--- src/rtl/io_out_buf_if.sv ---
// Core-write / peripheral-read bus of the output IO buffer.
// The slave modport is the buffer's view; the master modport is the core/peripheral side.
interface io_out_buf_if #(
   parameter int NUBITS = 32,
   parameter int NUIOOU = 8
);
   localparam int AW = $clog2(NUIOOU);

   logic              out_en;
   logic [AW-1:0]     addr_out;
   logic [NUBITS-1:0] data_out;
   logic              per_valid;
   logic [AW-1:0]     per_addr;
   logic [NUBITS-1:0] per_data;
   logic              per_ready;

   modport slave (
      input  out_en, addr_out, data_out, per_ready,
      output per_valid, per_addr, per_data
   );

   modport master (
      output out_en, addr_out, data_out, per_ready,
      input  per_valid, per_addr, per_data
   );
endinterface

--- src/rtl/io_out_buf.sv ---
// FIFO buffering core output-IO writes {addr, data} toward a valid/ready peripheral port.
// Define IO_OUT_BUF_OVF_CNT_EN to add the saturating 8-bit dropped-write counter ovf_cnt.
module io_out_buf #(
   parameter int NUBITS = 32,
   parameter int NUIOOU = 8,
   parameter int FDEPTH = 8,
   localparam int AW = $clog2(NUIOOU),
   localparam int CW = $clog2(FDEPTH) + 1
) (
   input  logic          clk,
   input  logic          rst,
   io_out_buf_if.slave   bus,
   output logic          full,
   output logic          empty,
   output logic [CW-1:0] count,
   output logic          ovf,
   input  logic          ovf_clr
`ifdef IO_OUT_BUF_OVF_CNT_EN
   ,
   output logic [7:0]    ovf_cnt
`endif
);
   localparam int PW = $clog2(FDEPTH);
   localparam int EW = AW + NUBITS;

   logic [EW-1:0] mem [FDEPTH];
   logic [PW-1:0] wr_ptr_reg;
   logic [PW-1:0] rd_ptr_reg;
   logic [PW-1:0] rd_ptr_next;
   logic [CW-1:0] count_reg;
   logic [CW-1:0] count_next;
   logic [EW-1:0] head_reg;
   logic [EW-1:0] head_next;
   logic          ovf_reg;
   logic          push;
   logic          pop;
   logic          drop;

   // full is taken from the registered count, so a pop never frees room for a same-cycle write
   assign full  = (count_reg == CW'(FDEPTH));
   assign empty = (count_reg == '0);
   assign count = count_reg;
   assign ovf   = ovf_reg;

   assign push = bus.out_en && !full;
   assign drop = bus.out_en && full;
   assign pop  = !empty && bus.per_ready;

   assign bus.per_valid = !empty;
   assign bus.per_addr  = head_reg[EW-1:NUBITS];
   assign bus.per_data  = head_reg[NUBITS-1:0];

   always_comb begin
      rd_ptr_next = rd_ptr_reg;
      if (pop) begin
         rd_ptr_next = rd_ptr_reg + PW'(1);
      end
   end

   // Head register prefetches the entry the read pointer will point at next edge;
   // when that slot is being written this very edge, take the incoming entry instead.
   always_comb begin
      head_next = mem[rd_ptr_next];
      if (push && (wr_ptr_reg == rd_ptr_next)) begin
         head_next = {bus.addr_out, bus.data_out};
      end
   end

   always_comb begin
      count_next = count_reg;
      case ({push, pop})
         2'b10:   count_next = count_reg + CW'(1);
         2'b01:   count_next = count_reg - CW'(1);
         default: count_next = count_reg;
      endcase
   end

   always_ff @(posedge clk) begin
      if (push) begin
         mem[wr_ptr_reg] <= {bus.addr_out, bus.data_out};
      end
   end

   always_ff @(posedge clk or posedge rst) begin
      if (rst) begin
         wr_ptr_reg <= '0;
         rd_ptr_reg <= '0;
         count_reg  <= '0;
         head_reg   <= '0;
      end else begin
         if (push) begin
            wr_ptr_reg <= wr_ptr_reg + PW'(1);
         end
         rd_ptr_reg <= rd_ptr_next;
         count_reg  <= count_next;
         head_reg   <= head_next;
      end
   end

   // A drop in the same cycle as a clear leaves the flag set
   always_ff @(posedge clk or posedge rst) begin
      if (rst) begin
         ovf_reg <= 1'b0;
      end else if (drop) begin
         ovf_reg <= 1'b1;
      end else if (ovf_clr) begin
         ovf_reg <= 1'b0;
      end
   end

`ifdef IO_OUT_BUF_OVF_CNT_EN
   logic [7:0] ovf_cnt_reg;

   assign ovf_cnt = ovf_cnt_reg;

   always_ff @(posedge clk or posedge rst) begin
      if (rst) begin
         ovf_cnt_reg <= '0;
      end else if (drop) begin
         if (ovf_clr) begin
            ovf_cnt_reg <= 8'd1;
         end else if (ovf_cnt_reg != 8'hFF) begin
            ovf_cnt_reg <= ovf_cnt_reg + 8'd1;
         end
      end else if (ovf_clr) begin
         ovf_cnt_reg <= '0;
      end
   end
`endif
endmodule

--- src/flat_wrapper.sv ---
// flat-port wrapper written by rule: the top's interface ports become plain ports
module io_out_buf_flat 
#(
   parameter int NUBITS = 32,
   parameter int NUIOOU = 8,
   parameter int FDEPTH = 8,
   localparam int AW = $clog2(NUIOOU),
   localparam int CW = $clog2(FDEPTH) + 1
)
  (clk, rst, full, empty, count, ovf, ovf_clr, bus_out_en, bus_addr_out, bus_data_out, bus_per_ready, bus_per_valid, bus_per_addr, bus_per_data);
  io_out_buf_if #(.NUBITS(NUBITS), .NUIOOU(NUIOOU)) bus_i ();
  input  logic clk;
  input  logic rst;
  output logic full;
  output logic empty;
  output logic [CW-1:0] count;
  output logic ovf;
  input  logic ovf_clr;
  input wire logic [$bits(bus_i.out_en)-1:0] bus_out_en;
  input wire logic [$bits(bus_i.addr_out)-1:0] bus_addr_out;
  input wire logic [$bits(bus_i.data_out)-1:0] bus_data_out;
  input wire logic [$bits(bus_i.per_ready)-1:0] bus_per_ready;
  output wire logic [$bits(bus_i.per_valid)-1:0] bus_per_valid;
  output wire logic [$bits(bus_i.per_addr)-1:0] bus_per_addr;
  output wire logic [$bits(bus_i.per_data)-1:0] bus_per_data;
  assign bus_i.out_en = bus_out_en;
  assign bus_i.addr_out = bus_addr_out;
  assign bus_i.data_out = bus_data_out;
  assign bus_i.per_ready = bus_per_ready;
  assign bus_per_valid = bus_i.per_valid;
  assign bus_per_addr = bus_i.per_addr;
  assign bus_per_data = bus_i.per_data;
  io_out_buf #(.NUBITS(NUBITS), .NUIOOU(NUIOOU), .FDEPTH(FDEPTH)) u_core (.clk(clk), .rst(rst), .bus(bus_i), .full(full), .empty(empty), .count(count), .ovf(ovf), .ovf_clr(ovf_clr));
endmodule
--- config.mk ---
export PLATFORM = sky130hd
export DESIGN_NAME = io_out_buf_flat
export DESIGN_NICKNAME = d
export VERILOG_FILES = /design/src/rtl/io_out_buf_if.sv /design/src/rtl/io_out_buf.sv /design/src/flat_wrapper.sv
export SDC_FILE = /design/constraint.sdc
export NUM_CORES = 1
export LEC_CHECK = 0
export CORE_MARGIN = 5
export CORE_UTILIZATION = 45
export DETAILED_ROUTE_END_ITERATION = 16
export GPL_TIMING_DRIVEN = 1
export PLACE_DENSITY_LB_ADDON = 0.2
export SLEW_MARGIN = 20
export SYNTH_ARGS = -nofsm -noshare
export SYNTH_HDL_FRONTEND = slang
export SYNTH_SLANG_ARGS = --single-unit
--- constraint.sdc ---
create_clock -name clk -period 7.7 [get_ports clk]
set_input_delay 1.54 -clock clk [delete_from_list [all_inputs] [get_ports clk]]
set_output_delay 1.54 -clock clk [all_outputs]
set_load 0.01 [all_outputs]
* Yosys cells after proc, flatten, opt, wreduce, memory -nomap -nowiden
Memories as Yosys holds them, arrays and structs flattened. A register that Yosys moved wholly into a read port is not among the register bits. Cells that the tools add are included.
Storage, ports and cells: flip-flop bits (word level) 11, RAM bits 280, input bits 40, output and inout bits 43, word-level logic and storage cells 26, memories 1
Memories:
- u_core.mem | depth 8, bits a word 35, read ports 1, clocked after memory_dff 1, wr ports 1, RTL line io_out_buf.sv:26 | logic [EW-1:0] mem [FDEPTH];
Cells by class: $add $sub $neg 4, equality and inequality tests 3, muxes and demuxes 6, reductions and logical operators 8
Operators by type and width (number):
- $pmux 4 s2 | 1
- $add 3x1->3 const B | 2
- $add 4x1->4 const B | 1
- $eq 4x4->1 const B | 1
- $logic_not 4->1 | 1
- $mux 1 | 4
- $reduce_bool 2->1 | 2
- $sub 4x1->4 const B | 1
- $logic_and 1x1->1 | 3
- $mux 3 | 1
- $eq 2x1->1 const B | 1
- $eq 2x2->1 const B | 1
- $logic_not 1->1 | 2

* Longest topological paths before layout
word-level depth 5, depth in mapped cells 12, depth with buffers taken out 10

* Least setup slack after synthesis
OpenSTA, ideal clock, no wires.
kind input -> register, start point in bus_out_en, end point mem u_core.mem[0][0] in the netlist's numbering, enable pin, setup time 0.516 ns, arrival 5.453 ns, required time 7.184 ns, slack 1.731 ns, cell stages on the path 3, buffers on the path 0, cells stage by stage nor2b_1 -> clkinv_1 -> nor4_1
Between the ends: word-level cells in the longest chain between the ends 3
Ends and longest elaborated chain:
- from (decl) | RTL line flat_wrapper.sv:19 | input wire logic [$bits(bus_i.out_en)-1:0] bus_out_en;
- $logic_and 1x1->1 | RTL line io_out_buf.sv:45 | assign push = bus.out_en && !full;
- $mux 1 | RTL line io_out_buf.sv:79 | if (push) begin
- $mux 1 (implied by the code) | RTL line io_out_buf.sv:80 | mem[wr_ptr_reg] <= {bus.addr_out, bus.data_out};
- to (decl) | RTL line io_out_buf.sv:26
Every way passes these cells.

* Worst setup path after layout
start point in bus_per_ready, end point reg u_core.head_reg[8], read port of u_core.mem
Between the ends: word-level cells in the longest chain between the ends 2
Ends and longest elaborated chain:
- from (decl) | RTL line flat_wrapper.sv:22 | input wire logic [$bits(bus_i.per_ready)-1:0] bus_per_ready;
- $logic_and 1x1->1 | RTL line io_out_buf.sv:47 | assign pop = !empty && bus.per_ready;
- $mux 3 | RTL line io_out_buf.sv:55 | if (pop) begin
- to (decl) | RTL line io_out_buf.sv:32 | logic [EW-1:0] head_reg;
Every way passes these cells. A chain may end at the register's enable or synchronous reset.

==> results.toml <==
[floorplan]
fp.coreArea_sq_um = 34700
die_w_microns = 198
ioPinCount = 83
dieArea_sq_um = 39200
die_h_microns = 198
start_util_pct = 45.8
num_rows = 68

[logic_synthesis]
yosys.area.top_type = "edfxtp_1"
ys_top_cells_by_area = "edfxtp_1 (53%), mux2i_1 (21%), dfrtp_1 (7.2%)"
synth-seq-cells = 326
synth_cell_types = 38
syn_nets = 1126
seq_area_frac_synth_pct = 60.2
syn_inst = 1081
syn_area_per_cell_sq_um = 14.7
yosys_warnings = 0
netlist.area_leader.share_pct = 52.9
synthesis.area_sq_um = 15900

[critical_path]
startpoint_type = "input port"
crit_arrival_ns = 4.84
crit_type = "in2reg"
path_max_fanout = 136
cp.required_ns = 8.16
cp-end-kind = "flop"

[power]
peakVddDrop_mv = 0.327
p_leak_uw = 0.00695
power.switching_uw = 2690
combPwrFrac_pct = 45.3
powerDensity_nw_per_um2 = 414
power.share.sequential_pct = 33.8
power_frac_clock_pct = 20.9
p_int_uw = 4900
swShare_pct = 35.4

[global_route]
overflow = 0
grt_max_degree = 137
grt_pass1_wl_microns = 58900
met2_usage_pct = 33.3
grt_pass1_vias = 9925
grt_use_total_pct = 19.5
antenna_found_initial = 0
top_usage_layer = "met2"
gr-usage-met3_pct = 2.47
met1_usage_pct = 26.4

[clock_tree]
cts_hold_buf = 0
path_clk_slew_ns = 0.06
cts_buffers = 36
cts_resized = 0
insertion_delay_ns = 0.52
root_buffer = "clkbuf_16"
h-tree-depth = 2
clk_path_buf_depth = 3
cts_tree = "yes"
post_cts_buffers = 0
cts.sinks = 326

[cells_and_area]
area_growth_syn_to_layout_pct = 15.4
design.final.nets = 1198
largest_reg_flops = 280
num_antenna_cells = 0
final_common_cell = "mux2i_1"
design_area_sq_um = 18300
seqCellArea_sq_um = 9560
layout_common_cells = "mux2i_1 (332), edfxtp_1 (280), a21oi_1 (102), clkdlybuf4s50_1 (82), dfrtp_1 (45)"
fill_cells = 2885
multi_input_area_sq_um = 6050
drive_above_1_share_pct = 14.4

[outcome]
status = "completed"

[drt]
route.detailed.drc = 0
drtIter0Drc = 779
avgRoutedWirePerCell_microns = 23.7
dr.pass1.iters = 5
wl_microns = 38700
detail-route-antenna-nets = 0
vias = 9580
via_per_inst = 5.87

[hold_path]
hold_path_class = "reg2reg"

[timing]
tightest_slew_ns = 0.978
maxSlewViolCount = 0
hold_viol = 0
rsz0062_at_grt = "no"
period_needed_ns = 4.38
finalCritPeriodShare_pct = 56.8
skew_ns = 0.0307
fmax_mhz = 229
setup_tns_ns = 0
setup_viol = 0
slew-limit-headroom_pct = 34.8

[place]
numPortBuffers = 82
place.gp.congestion = 0.741
place_hpwl_microns = 21400
postPlaceCellArea_sq_um = 17300

[flow_run]
max-cap-violations = 0
-- critical path, stage by stage --
cell             delay, ns
clkdlybuf4s50_1       0.51
o41ai_4               0.11
buf_12                0.28
o211ai_1              0.84
buf_4                 0.40
buf_4                 0.32
a21oi_1               0.10
a2111oi_0             0.35
mux2_4                0.23
-- power groups by stage --
stage,sequential (uW),combinational [uW],clock [uW]
floorplan,2510,2540,0
global placement,2600,3410,0
detailed placement,2600,3460,0
CTS,2570,3470,1620
global route,2610,3700,1700
finish,2570,3440,1590
-- metrics by stage --
step	power (uW)	worst slack, ns	hold slack (ns)	cells	util (%)
2_1_floorplan	5040	1.73	0.521	1081	-
3_3_place_gp	6000	2.31	0.517	1569	49.7
3_5_place_dp	6060	2.89	0.541	1570	49.7
4_1_cts	7660	3.40	0.551	1633	52.8
5_1_grt	8010	3.20	0.591	1633	52.8
6_report	7590	3.32	0.536	1633	52.8
-- cell type report --
class / instances / area share, %
flip-flops and latches: 326 / 52.2
multi-input cells: 672 / 33.0
repair buffers: 111 / 5.73
clock buffers: 51 / 5.33
well taps: 455 / 3.11
clock inverters: 12 / 0.512
inverters: 6 / 0.123
-- synthesized netlist by cell type (all sizes together) --
cell type,n
mux2i,332
edfxtp,280
a21oi,102
mux2,69
dfrtp,46
clkbuf,42
nand2,40
o21ai,37
buf,35
a2111oi,33
mux4,10
nor2,6
nor2b,6
xor2,6
ha,5
inv,5
nor3,5
xnor2,4
nand3,3
nand2b,2
nor4,2
a21boi,1
a31oi,1
clkinv,1
nand4,1
nor4b,1
o211ai,1
o32a,1
o41ai,1
or2,1
or3,1
or4,1
-- cell families after synthesis --
family	Yosys count	share of synthesized area [%]
muxes	411	28.0
buffers and inverters	83	2.26
AOI/OAI and AO/OA	177	6.69
adders and majority gates	5	0.394
DFF	326	60.2
xor gates and xnor gates	10	0.551
and+or+nand+nor	69	1.95
-- per-layer routing --
layer  vias up  wire length [microns]
met5         -                      0
met4         0                    888
met3        65                   1670
met2       226                  18900
met1      4931                  17200
li1       4358                      -
-- final timing paths --
kind                       depth (start not counted)                   end  slack [ns]                  from
setup / recovery                                   9    u_core.head_reg[8]        3.32         bus_per_ready
hold / removal                                     2            u_core.ovf        0.54            u_core.ovf
setup reg to reg                                   7   u_core.head_reg[26]        3.74  u_core.rd_ptr_reg[1]
hold reg to reg                                    2            u_core.ovf        0.54            u_core.ovf
max in group asynchronous                          3  u_core.rd_ptr_reg[1]        5.54                   rst
min in group asynchronous                          3    u_core.head_reg[4]        1.58                   rst
No activity file was read; power rests on OpenSTA's default activity.
==> RTL edit (same flow settings) <==
`NUIOOU` is set to 8 in 3 places; all go to 32.
--- a/src/rtl/io_out_buf_if.sv
+++ b/src/rtl/io_out_buf_if.sv
@@ -3,5 +3,5 @@
 interface io_out_buf_if #(
    parameter int NUBITS = 32,
-   parameter int NUIOOU = 8
+   parameter int NUIOOU = 32
 );
    localparam int AW = $clog2(NUIOOU);
--- a/src/rtl/io_out_buf.sv
+++ b/src/rtl/io_out_buf.sv
@@ -3,5 +3,5 @@
 module io_out_buf #(
    parameter int NUBITS = 32,
-   parameter int NUIOOU = 8,
+   parameter int NUIOOU = 32,
    parameter int FDEPTH = 8,
    localparam int AW = $clog2(NUIOOU),
--- a/src/flat_wrapper.sv
+++ b/src/flat_wrapper.sv
@@ -3,5 +3,5 @@
 #(
    parameter int NUBITS = 32,
-   parameter int NUIOOU = 8,
+   parameter int NUIOOU = 32,
    parameter int FDEPTH = 8,
    localparam int AW = $clog2(NUIOOU),
Interface: changed (resized bus_addr_out and bus_per_addr); port bits go from 83 to 87. The function was not compared with the original's and may differ.
==> RTL edit against the unedited design <==
Synthesized cell count is 0.93% higher; clock power up 13%; core utilization is 0.11 points lower; non-clock buffer count grew 6; critical path depth is 1 lower; count of clock-buffer cells in the layout up 5; power increased by 4.2%; setup slack worse by 0.14 ns; register-to-register slack gained 0.11 ns; synthesized area rose by 3.9%; via count fell by 0.32%; routed wire length is 2.0% lower; sequential cell count is 18 higher; cell area is 4.7% higher; critical path type unchanged; largest power group unchanged; highest routed layer unchanged.
==> RTL edit: results (changes against the unedited design) <==
===========================================================================================
Status ....................................................................... finished clean
Number of nets produced by synthesis .........................................         1138   +1.1%
Critical-path cell with the highest stage delay ..............................        inv_2
Mean cell area of the mapped netlist .........................................    15.1 um^2   +3.0%
GP Congestion ................................................................        0.736   -0.70%
Non-Filler Instances .........................................................         1667   +2.1%
XOR/XNOR share of the synthesized area .......................................       0.720%   +0.17 points
GR Util met3 .................................................................        2.53%   +0.063 points
Length of routed met2 wiring .................................................     19200 um   +1.2%
Share of total power in the clock network ....................................        22.8%   +1.9 points
Worst-case clock skew ........................................................    0.0171 ns   -0.0136 ns
Layout Nets ..................................................................         1216   +1.5%
Pre-CTS setup slack ..........................................................      2.64 ns   -0.252 ns
Final routed wire length divided by cell count ...............................      22.7 um   -4.0%
Number of flip-flops under the largest register name .........................          296   +5.7%
Share of layout cells above drive strength 1 .................................        14.4%   -0.074 points
Hpwl dp ......................................................................     21800 um   +1.5%
Relative slew slack ..........................................................        32.2%   -2.6 points
Maximum number of pins on one net before global-route repair .................          131   -4.4%
Met1 Use GR ..................................................................        24.1%   -2.2 points
Number of design-rule violations left by the first detailed-router iteration .          421   -46%
Routed length on met1 ........................................................     16700 um   -2.9%
Area share of fa/ha/maj cells after synthesis ................................       0.379%   -0.015 points
Library cells used by synthesis ..............................................           35   -7.9%
Total power density per cell area ............................................  412 nW/um^2   -0.51%
Most numerous cell types in the synthesized netlist .......................... mux2i_1, edfxtp_1, a21oi_1, clkbuf_1, dfrtp_1
Via count of the first global-routing pass ...................................        10100   +2.1%
Sequential fraction of the synthesis area ....................................        61.1%   +0.95 points
Worst IR Drop VDD ............................................................       291 uV   -11%
Antenna violations before repair .............................................            1   +1
Post-synthesis mux area share ................................................        28.0%   +0.083 points
Placed Cells incl. Taps ......................................................         1596   +1.7%
Met3 routed wirelength .......................................................      1260 um   -24%
Share of flip-flops with an asynchronous set or reset ........................        14.0%   -0.16 points
Number of vias after detailed routing ........................................         9549   -0.32%
Clock latency on the worst-skew pair .........................................      0.54 ns   +0.02 ns
Cell types occupying the most area after synthesis ........................... edfxtp_1, mux2i_1, dfrtp_1, mux4_2, a21oi_1
===========================================================================================
## RTL edit: path summary, 6_finish.rpt
path,start,end,slack (ns)
worst max-delay path,bus_per_ready,u_core.head_reg[15]$_DFF_PP0_,3.18
worst min-delay path,u_core.ovf$_DFFE_PP0P_,u_core.ovf$_DFFE_PP0P_,0.53
min in group asynchronous,rst,u_core.head_reg[3]$_DFF_PP0_,1.58
worst min register to register,u_core.ovf$_DFFE_PP0P_,u_core.ovf$_DFFE_PP0P_,0.53
max in group asynchronous,rst,u_core.rd_ptr_reg[1]$_DFF_PP0_,5.53
worst max register to register,u_core.rd_ptr_reg[1]$_DFF_PP0_,u_core.head_reg[13]$_DFF_PP0_,3.85
## RTL edit: layout make-up
class	instances	area [um^2]
clock buffers	56	1090
repair buffers	117	1110
inverters	7	26.3
well taps	468	586
fillers	3032	17200
flip-flops and latches	344	10100
clock inverters	14	159
multi-input cells	660	6130
diodes	1	2.50
